## src/rtl/encoder_8x3_stream_pkg.sv

```systemverilog
// Shared definitions for the streaming set-bit encoder: state encoding and
// the elaboration-time log2 used to size the index port.
package enc_pkg;

  localparam logic ST_IDLE = 1'b0;
  localparam logic ST_BUSY = 1'b1;

  typedef enum logic {
    S_IDLE = ST_IDLE,
    S_BUSY = ST_BUSY
  } state_e;

  function automatic int clog2(input int value);
    int r;
    r = 0;
    while ((1 << r) < value) begin
      r = r + 1;
    end
    return r;
  endfunction

endpackage

```

## src/rtl/encoder_8x3_stream_pri_enc.sv

```systemverilog
// Combinational N->W priority encoder; direction chosen by PRIORITY_HIGH.
// idx is 0 when no bit is set, with any flagging that case.
module pri_enc
  import enc_pkg::*;
#(
  parameter int N             = 8,
  parameter bit PRIORITY_HIGH = 1'b1,
  localparam int W            = clog2(N)
) (
  input  logic [N-1:0] vec,
  output logic [W-1:0] idx,
  output logic         any
);

  always_comb begin
    idx = '0;
    any = |vec;
    if (PRIORITY_HIGH) begin
      // Ascending scan: the last hit, i.e. the highest set bit, wins.
      for (int k = 0; k < N; k++) begin
        if (vec[k]) idx = W'(k);
      end
    end else begin
      for (int k = N - 1; k >= 0; k--) begin
        if (vec[k]) idx = W'(k);
      end
    end
  end

endmodule

```

## src/rtl/encoder_8x3_stream.sv

```systemverilog
// Streams the index of every set bit of an accepted request vector, one beat
// per output handshake; an all-zero vector yields a single flagged beat.
module encoder_8x3_stream
  import enc_pkg::*;
#(
  parameter int N             = 8,
  parameter bit PRIORITY_HIGH = 1'b1,
  localparam int W            = clog2(N)
) (
  input  logic         clk,
  input  logic         rst_n,
  input  logic         in_valid,
  output logic         in_ready,
  input  logic [N-1:0] i,
  output logic         out_valid,
  input  logic         out_ready,
  output logic [W-1:0] y,
  output logic         out_last,
  output logic         out_zero
);

  state_e         state_q, state_d;
  logic [N-1:0]   pending_q, pending_d;
  logic           out_valid_q, out_valid_d;
  logic [W-1:0]   y_q, y_d;
  logic           out_last_q, out_last_d;
  logic           out_zero_q, out_zero_d;

  logic           accept;
  logic           beat_hs;
  logic           load_beat;
  logic [W-1:0]   enc_idx;
  logic           enc_any;
  logic           single_bit;

  assign beat_hs  = out_valid_q & out_ready;
  assign in_ready = (state_q == S_IDLE) | (beat_hs & out_last_q);
  assign accept   = in_valid & in_ready;

  // pending holds the bits still to be emitted, including the one on y.
  always_comb begin
    state_d     = state_q;
    pending_d   = pending_q;
    out_valid_d = out_valid_q;
    load_beat   = 1'b0;
    if (accept) begin
      state_d     = S_BUSY;
      pending_d   = i;
      out_valid_d = 1'b1;
      load_beat   = 1'b1;
    end else if (beat_hs) begin
      if (out_last_q) begin
        state_d     = S_IDLE;
        pending_d   = '0;
        out_valid_d = 1'b0;
      end else begin
        pending_d = pending_q & ~(N'(1) << y_q);
        load_beat = 1'b1;
      end
    end
  end

  pri_enc #(
    .N            (N),
    .PRIORITY_HIGH(PRIORITY_HIGH)
  ) u_pri_enc (
    .vec(pending_d),
    .idx(enc_idx),
    .any(enc_any)
  );

  // Zero also counts as "single": the all-zero vector is one final beat.
  assign single_bit = (pending_d & (pending_d - N'(1))) == '0;

  always_comb begin
    y_d        = y_q;
    out_last_d = out_last_q;
    out_zero_d = out_zero_q;
    if (load_beat) begin
      y_d        = enc_idx;
      out_last_d = single_bit;
      out_zero_d = ~enc_any;
    end else if (beat_hs & out_last_q) begin
      y_d        = '0;
      out_last_d = 1'b0;
      out_zero_d = 1'b0;
    end
  end

  always_ff @(posedge clk) begin
    if (!rst_n) begin
      state_q     <= S_IDLE;
      pending_q   <= '0;
      out_valid_q <= 1'b0;
      y_q         <= '0;
      out_last_q  <= 1'b0;
      out_zero_q  <= 1'b0;
    end else begin
      state_q     <= state_d;
      pending_q   <= pending_d;
      out_valid_q <= out_valid_d;
      y_q         <= y_d;
      out_last_q  <= out_last_d;
      out_zero_q  <= out_zero_d;
    end
  end

  assign out_valid = out_valid_q;
  assign y         = y_q;
  assign out_last  = out_last_q;
  assign out_zero  = out_zero_q;

endmodule

```

## config.mk

```make
export PLATFORM = sky130hd
export DESIGN_NAME = encoder_8x3_stream
export DESIGN_NICKNAME = d
export VERILOG_FILES = /design/src/rtl/encoder_8x3_stream_pkg.sv /design/src/rtl/encoder_8x3_stream_pri_enc.sv /design/src/rtl/encoder_8x3_stream.sv
export SDC_FILE = /design/constraint.sdc
export NUM_CORES = 1
export LEC_CHECK = 0
export BUFFER_PORTS_ARGS = -buffer_cell sky130_fd_sc_hd__buf_2
export CAP_MARGIN = 5
export CORE_ASPECT_RATIO = 0.75
export CORE_MARGIN = 2
export CORE_UTILIZATION = 30
export DETAILED_ROUTE_END_ITERATION = 8
export HOLD_SLACK_MARGIN = 0.08
export PLACE_DENSITY = 0.59
export SYNTH_ARGS = -nofsm -noshare
export SYNTH_HDL_FRONTEND = slang
export SYNTH_SLANG_ARGS = --single-unit
```

## constraint.sdc

```tcl
create_clock -name clk -period 3.7 [get_ports clk]
set_clock_uncertainty 0.2 [all_clocks]
set_input_delay 0.37 -clock clk [delete_from_list [all_inputs] [get_ports clk]]
set_output_delay 0.37 -clock clk [all_outputs]
set_load 0.02 [all_outputs]
```

==> metrics.md, run 1 <==
| Metric | Value |
|---|---|
| Diodes inserted | `0` |
| Total Die Area | `between 3000 and 4000 µm²` |
| Inserted Clock Buffers | `3` |
| CTS sink cnt | `14` |
| Outcome | `finished, final reports clean` |
| Final hold vios | `0` |
| Met1 WL | `1060 µm` |
| Worst Hold Launch | `i[0]` |
| Synth Register Bits | `14` |
| Type of the most critical hold path | `in -> reg` |
| CP max stage cell | `a221oi_2` |
| FF-to-FF Start | `out_valid$_SDFFE_PN0P_` |
| Max-slew violation count | `0` |
| Inst Count DP | `roughly 140` |
| Die Wd | `66.6 µm` |
| Setup Viol. Count Final | `0` |
| Post-synthesis mux area share | `0.0156` |
| Largest net degree at the start of global routing | `15` |
| Initial antenna violation count | `0` |
| WS Path Type | `reg -> reg` |
| Fillers | `279` |
| Total power | `around 480 µW` |
| Setup Fix Bufs, Post-CTS | `0` |
| Highest Signal Layer | `met4` |
| Area grow syn2layout | `19.6%` |
| Clk root buf | `clkbuf_8` |
| WL final | `2080 µm` |
| Die height | `50.9 µm` |
| Register area share after synthesis | `0.318` |
| Pre-Repair DR Iteration Count | `4` |
| Area share of fa/ha/maj cells after synthesis | `0.0114` |
| Library cells used by synthesis | `38` |
| Setup TNS | `0 ns` |
| Final worst path period share | `0.652` |
| # DRC | `0` |
| I/O Pins | `19` |
| Tmin final | `2.41 ns` |
| Starting Density | `0.326` |
| WL met3 | `approximately 140 µm` |
| CTS Buffer Depth | `2` |
| Hold EP | `pending_q[0]$_SDFF_PN0_` |
| Final cell count without fillers | `146` |
| Synthesized net count | `102` |
| Combinational family with the most area after synthesis | `compound AO/OA/AOI/OAI gates` |
| Crit path buffers/inverters | `1` |
| Reg2reg setup slack | `1.29 ns` |
| Startpoint types | `register` |
| Core area | `between 2000 and 3000 µm²` |
| Worst EP required | `around 3.7 ns` |
| CP max stage delay | `0.49 ns` |
| Relative slew margins | `0.612` |
| Leak | `0.000437 µW` |
| Post-Syn Area | `881 µm²` |
| Gpl congestion | `0.789` |
| Worst Path Max Fanout | `8` |
| Compound-cell area share of the yosys netlist | `0.392` |
| Layout cells sized above 1 | `0.355` |
| Crit path cell chain | `a21boi_2 -> nor2b_1 -> buf_4 -> a221oi_2 -> nand2_1 -> o31ai_1 -> nor3_1 -> a211oi_2` |
| Peak supply drop | `242 µV` |
| Syn Inst Count | `90` |
| Cell class contributing the biggest share of worst-path delay | `compound AO/OA/AOI/OAI gates` |
| CTS tree | `built` |
| Max_cap viols | `0` |
| Port-buffer cells | `18` |
| Clock Latency Late Sink | `0.25 ns` |
| Initial DRC Count | `35` |
| Cts repair resizes | `0` |
| DRT antenna net count | `0` |
| Wire per inst | `14.2 µm` |
| Post-synthesis xor/xnor area fraction | `0` |
| Post-synthesis simple-gate area fraction | `0.196` |
| Power Density | `453 nW/µm²` |
| WL met2 | `866 µm` |
| Number of global-route vias before repair | `about 740` |
| Total gr overflow | `0` |
| Mean post-synth cell area | `9.79 µm²` |
| RSZ-0062 raised after global routing | `false` |
| Total Routing Usage GR | `0.139` |
| Reg2reg path depth | `8` |
| Fin nets | `123` |
| H-Tree Depth | `1` |
| CP Capture Type | `register` |
| Critical R2R Capture | `out_last$_SDFFE_PN0P_` |
| Fmax | `0.415 GHz` |
| Row cnt | `16` |
| DR vias | `766` |
| HPWL after detailed placement | `1610 µm` |
| Vias per cell | `between 5 and 6` |
| Post-CTS Hold Fix Bufs | `0` |
| First-pass GRT wire length | `3440 µm` |
| Worst Tran Pin Value | `0.580 ns` |
| WHS Path Cells | `3` |
| YS warnings | `0` |
| Register clock-pin slew on the reported worst setup and hold paths | `~0.060 ns` |
| Worst EP arrival | `2.38 ns` |
## worst min-delay path, stage by stage
cell and delay (ns):
buf_2 0.09, a221oi_2 0.08, nor2_1 0.07
## through the flow
step                      area [µm²]   util  hold WS [ns]  worst slack [ns]
after global placement           998  0.369         0.273              1.33
after global routing            1050  0.390         0.200              1.08
after detailed placement         998  0.369         0.281              1.31
final                           1050  0.390         0.194              1.29
after CTS                       1050  0.390         0.195              1.30
after floorplan                  881      -         0.288              1.48
## placed cells by master, fill, tap and decap left out, drive strengths merged, types with 3 or more instances in the layout
cell,n
o21ai,3
inv,7
o311a,6
a21oi,5
nor2,7
a22oi,3
buf,20
clkbuf,4
dfxtp,14
a221oi,6
nor2b,5
nand2,6
## flip-flops by register name, summed over array words and instances (netlist names)
| register | count |
|---|---|
| out_last | 1 |
| out_valid | 1 |
| out_zero | 1 |
| y | 3 |
| pending_q | 8 |
## worst max path at each step
| stage | slack (ns) | endpoint | cells past startpoint | startpoint |
|---|---|---|---|---|
| after global routing | 1.08 | y[0]$_SDFFE_PN0P_ | 7 | out_valid$_SDFFE_PN0P_ |
| after CTS | 1.30 | out_last$_SDFFE_PN0P_ | 7 | out_valid$_SDFFE_PN0P_ |
| after global placement | 1.33 | out_last$_SDFFE_PN0P_ | 7 | out_valid$_SDFFE_PN0P_ |
| after detailed placement | 1.31 | out_last$_SDFFE_PN0P_ | 9 | out_ready |
| after floorplan | 1.48 | out_last$_SDFFE_PN0P_ | 7 | out_valid$_SDFFE_PN0P_ |
| final | 1.29 | out_last$_SDFFE_PN0P_ | 8 | out_valid$_SDFFE_PN0P_ |
## cells in the mapped netlist
master	n	area (µm²)
nor3_1	1	5.00
nor2b_1	5	31.3
o311a_1	6	60.1
buf_6	2	22.5
a221oi_4	3	78.8
nor2_1	7	26.3
nand2b_1	1	6.26
a211oi_2	1	12.5
a41oi_1	1	8.76
dfxtp_1	14	280
nand4_1	1	6.26
nor4_2	1	12.5
mux2i_2	1	13.8
a21oi_1	5	25.0
nand3_1	1	5.00
a21boi_1	1	7.51
and2b_1	2	15.0
inv_2	1	3.75
maj3_1	1	10.0
o21ai_1	1	5.00
a21boi_2	1	11.3
o21a_1	1	7.51
nand2_1	5	18.8
buf_2	2	10.0
a32o_1	1	10.0
a311oi_1	1	8.76
a22oi_2	2	25.0
a22oi_1	1	7.51
a221oi_2	3	45.0
nor4b_1	1	8.76
and2_1	1	6.26
o31ai_1	1	7.51
inv_1	6	22.5
nand2_2	1	6.26
nand3_2	1	10.0
nand3b_1	2	15.0
a21o_1	2	15.0
o21ai_0	2	10.0
## where the power goes
group / leakage, µW / internal (µW) / switching (µW)
registers: 0.000115 / 165 / 19.1
clock network: 0.0000288 / 94.3 / 55.3
logic: 0.000293 / 59.0 / 84.9
## logic make-up (layout without fill, tap and decap cells)
kind of cell,count (synthesis),count (layout)
compound gates,33,33
buf+inv,11,31
fa+ha+maj,1,1
simple gates,30,30
mux,1,1
flops,14,14
## area by class of cell
type / instances / area, µm² / share of cell area
Sequential cell: 14 / 280 / 0.266
Inverter: 7 / 26.3 / 0.0249
Timing Repair Buffer: 20 / 105 / 0.0998
Multi-Input combinational cell: 65 / 542 / 0.514
Tap cell: 36 / 45.0 / 0.0428
Clock buffer: 4 / 55.1 / 0.0523
## metal layers
| metal | up-vias | track usage |
|---|---|---|
| met3 | 4 | 0.0463 |
| met1 | 356 | 0.189 |
| met4 | 0 | 0.0306 |
| met5 | - | 0 |
| li1 | 383 | - |
| met2 | 23 | 0.213 |
Note: power is estimated with default switching activity, not from simulation.
==> inputs of run 2 (changes only) <==
--- a/config.mk
+++ b/config.mk
@@ -5,6 +5,7 @@
 export SDC_FILE = /design/constraint.sdc
 export NUM_CORES = 1
 export LEC_CHECK = 0
+export ABC_AREA = 1
 export BUFFER_PORTS_ARGS = -buffer_cell sky130_fd_sc_hd__buf_2
 export CAP_MARGIN = 5
 export CORE_ASPECT_RATIO = 0.75
@@ -12,7 +13,7 @@
 export CORE_UTILIZATION = 30
 export DETAILED_ROUTE_END_ITERATION = 8
 export HOLD_SLACK_MARGIN = 0.08
-export PLACE_DENSITY = 0.59
+export PLACE_DENSITY = 0.61
 export SYNTH_ARGS = -nofsm -noshare
 export SYNTH_HDL_FRONTEND = slang
 export SYNTH_SLANG_ARGS = --single-unit
==> constraint.sdc (replaced) <==
create_clock -name clk -period 2 [get_ports clk]
set_clock_uncertainty 0.2 [all_clocks]
set_input_delay 0.2 -clock clk [delete_from_list [all_inputs] [get_ports clk]]
set_output_delay 0.2 -clock clk [all_outputs]
set_load 0.02 [all_outputs]
==> run 2 against run 1 <==
Against the previous run: wire length is 14% higher; total power is 83% higher; register-to-register slack worse by 1.1 ns; sequential power is 73% higher; non-clock buffer count is 6 higher; fmax is 32% higher; largest cell class unchanged.
==> metrics.md, run 2 <==
| Metric | Value |
|---|---|
| Row cnt | `16` |
| Worst Path Max Fanout | `6` |
| Syn Inst Count | `144` |
| Area taken by multi-input logic gates | `534 µm²` |
| WS Path Type | `reg -> reg` |
| Final Util | `0.427` |
| WHS Path Cells | `5` |
| Die height | `50.5 µm` |
| Worst Tran Pin Value | `0.475 ns` |
| Initial antenna violation count | `0` |
| # DRC | `0` |
| Worst Hold Launch | `i[2]` |
| Top-count cell post-synth | `nand2_1` |
| Inserted Clock Buffers | `3` |
| Post-layout instance area | `1150 µm²` |
| Most frequent cells in the layout | `nand2_1, buf_2, nor2_1, inv_1, nand3_1` |
| YS warnings | `0` |
| Total gr overflow | `0` |
| Starting Density | `0.322` |
| Final worst path period share | `0.915` |
| CTS Buffer Depth | `2` |
| CTS sink cnt | `14` |
| Fillers | `273` |
| Setup Viol. Count Final | `0` |
| Post-Syn Area | `863 µm²` |
| Total Routing Usage GR | `0.152` |
| Register clock-pin slew on the reported worst setup and hold paths | `~0.06 ns` |
| Final hold vios | `0` |
| Area contributors post-synth | `dfxtp_1, nand2_1, nor2_1, nand3_1, inv_1` |
| Reg area | `around 290 µm²` |
| Synthesized net count | `roughly 160` |
| Power Density | `between 700 and 800 nW/µm²` |
| Yosys top cell area share | `0.325` |
| WL final | `2370 µm` |
| Most common cell after layout, fill and taps aside | `nand2_1` |
| Final cell count without fillers | `roughly 210` |
| Port-buffer cells | `18` |
| I/O Pins | `19` |
| Reg2reg path depth | `11` |
| Type of the most critical hold path | `in -> reg` |
| Fmax | `0.546 GHz` |
| Core area | `2680 µm²` |
| Tmin final | `1.83 ns` |
| Top post-synthesis cells by count | `nand2_1, nor2_1, dfxtp_1, inv_1, nand3_1` |
| Fin nets | `185` |
| Clk root buf | `clkbuf_8` |
| H-Tree Depth | `1` |
| CTS tree | `built` |
| DR vias | `993` |
| Max-slew violation count | `0` |
| Critical R2R Capture | `out_zero$_SDFFE_PN0P_` |
| Placed cell areas | `1010 µm²` |
| Hold EP | `pending_q[2]$_SDFF_PN0_` |
| Reg2reg setup slack | `0.17 ns` |
| Worst EP required | `1.92 ns` |
| Clock Latency Late Sink | `about 0.25 ns` |
| Largest area contributor in the netlist | `dfxtp_1` |
| Vias per cell | `4.77` |
| Max FFs per register | `8` |
| Register area share after synthesis | `0.325` |
| Top FF cell, synth | `dfxtp_1` |
| First-pass GRT wire length | `3820 µm` |
| Max_cap viols | `0` |
| Startpoint types | `register` |
| Mean post-synth cell area | `6.00 µm²` |
| Outcome | `finished, final reports clean` |
| FF-to-FF Start | `out_last$_SDFFE_PN0P_` |
| Area grow syn2layout | `32.8%` |
| Inst Count DP | `200` |
| Relative slew margins | `0.683` |
| Wire per inst | `11.4 µm` |
| Diodes inserted | `0` |
| Most flop-heavy register | `pending_q` |
| Initial DRC Count | `75` |
| Library cells used by synthesis | `23` |
| Largest net degree at the start of global routing | `15` |
| Post-synth EDFFs | `0` |
| Die Wd | `about 66 µm` |
| Peak supply drop | `280 µV` |
| HPWL after detailed placement | `between 1500 and 2000 µm` |
| Total Die Area | `3330 µm²` |
| Synth Register Bits | `14` |
| Layout cells sized above 1 | `0.297` |
| Gpl congestion | `0.861` |
| FFs w/ async S/R, synth | `0` |
| Leak | `about 0.00058 µW` |
| Worst EP arrival | `1.76 ns` |
| Pre-Repair DR Iteration Count | `5` |
| CP Capture Type | `register` |
| Number of global-route vias before repair | `858` |
| DRT antenna net count | `0` |
run 2: how the worst max path moves through the flow:
stage,end,start,cells past startpoint
CTS,out_zero$_SDFFE_PN0P_,out_last$_SDFFE_PN0P_,11
global placement,out_last$_SDFFE_PN0P_,out_last$_SDFFE_PN0P_,11
floorplan,out_zero$_SDFFE_PN0P_,out_last$_SDFFE_PN0P_,11
detailed placement,out_zero$_SDFFE_PN0P_,out_last$_SDFFE_PN0P_,11
global route,out_last$_SDFFE_PN0P_,out_last$_SDFFE_PN0P_,12
finish,out_zero$_SDFFE_PN0P_,out_last$_SDFFE_PN0P_,11
run 2: layer usage:
metal  global-route usage  wire length [µm]
met1                0.222              1130
met2                0.209               979
met3               0.0493               216
met4               0.0476                51
met5                    0                 0
run 2: per-stage QoR:
stage	setup TNS, ns	total power (µW)	hold WS (ns)	setup WS, ns
3_5_place_dp	0	557	0.305	0.0533
5_1_grt	-0.0206	926	0.169	-0.0206
2_1_floorplan	0	487	0.173	0.142
6_report	0	873	0.122	0.170
3_3_place_gp	0	556	0.296	0.146
4_1_cts	0	844	0.0885	0.0190
run 2: critical path: stages, from the launching register on:
cell	delay [ns]
dfxtp_2	0.33
nand2_2	0.08
a21oi_4	0.23
buf_6	0.15
nand2_1	0.04
nand2_1	0.08
inv_1	0.09
and2_1	0.18
nand2_1	0.08
nor2_1	0.04
a22oi_1	0.15
nor2_1	0.05
run 2: area by class of cell:
cell class | instances | area share
tap | 36 | 0.0393
timing repair buffer | 26 | 0.140
clock buffer | 4 | 0.0480
multi-input combinational | 111 | 0.466
sequential | 14 | 0.251
inverter | 17 | 0.0557
run 2: report_power, final:
part / switching (µW) / total, µW / internal [µW]
logic: 166 / 267 / 101
clock network: 112 / 287 / 175
registers: 16.4 / 318 / 302
run 2: cell families after synthesis:
logic type / after synthesis / synth area share
compound gates: 20 / 0.148
buf+inv: 19 / 0.0913
flops: 14 / 0.325
simple gates: 91 / 0.436
run 2: what timing repair did:
action	in CTS	in global routing
endpoints found under the hold margin	1	0
hold buffers	1	0
buffers inserted	0	3
resized for setup	0	19
setup endpoints to repair	0	4
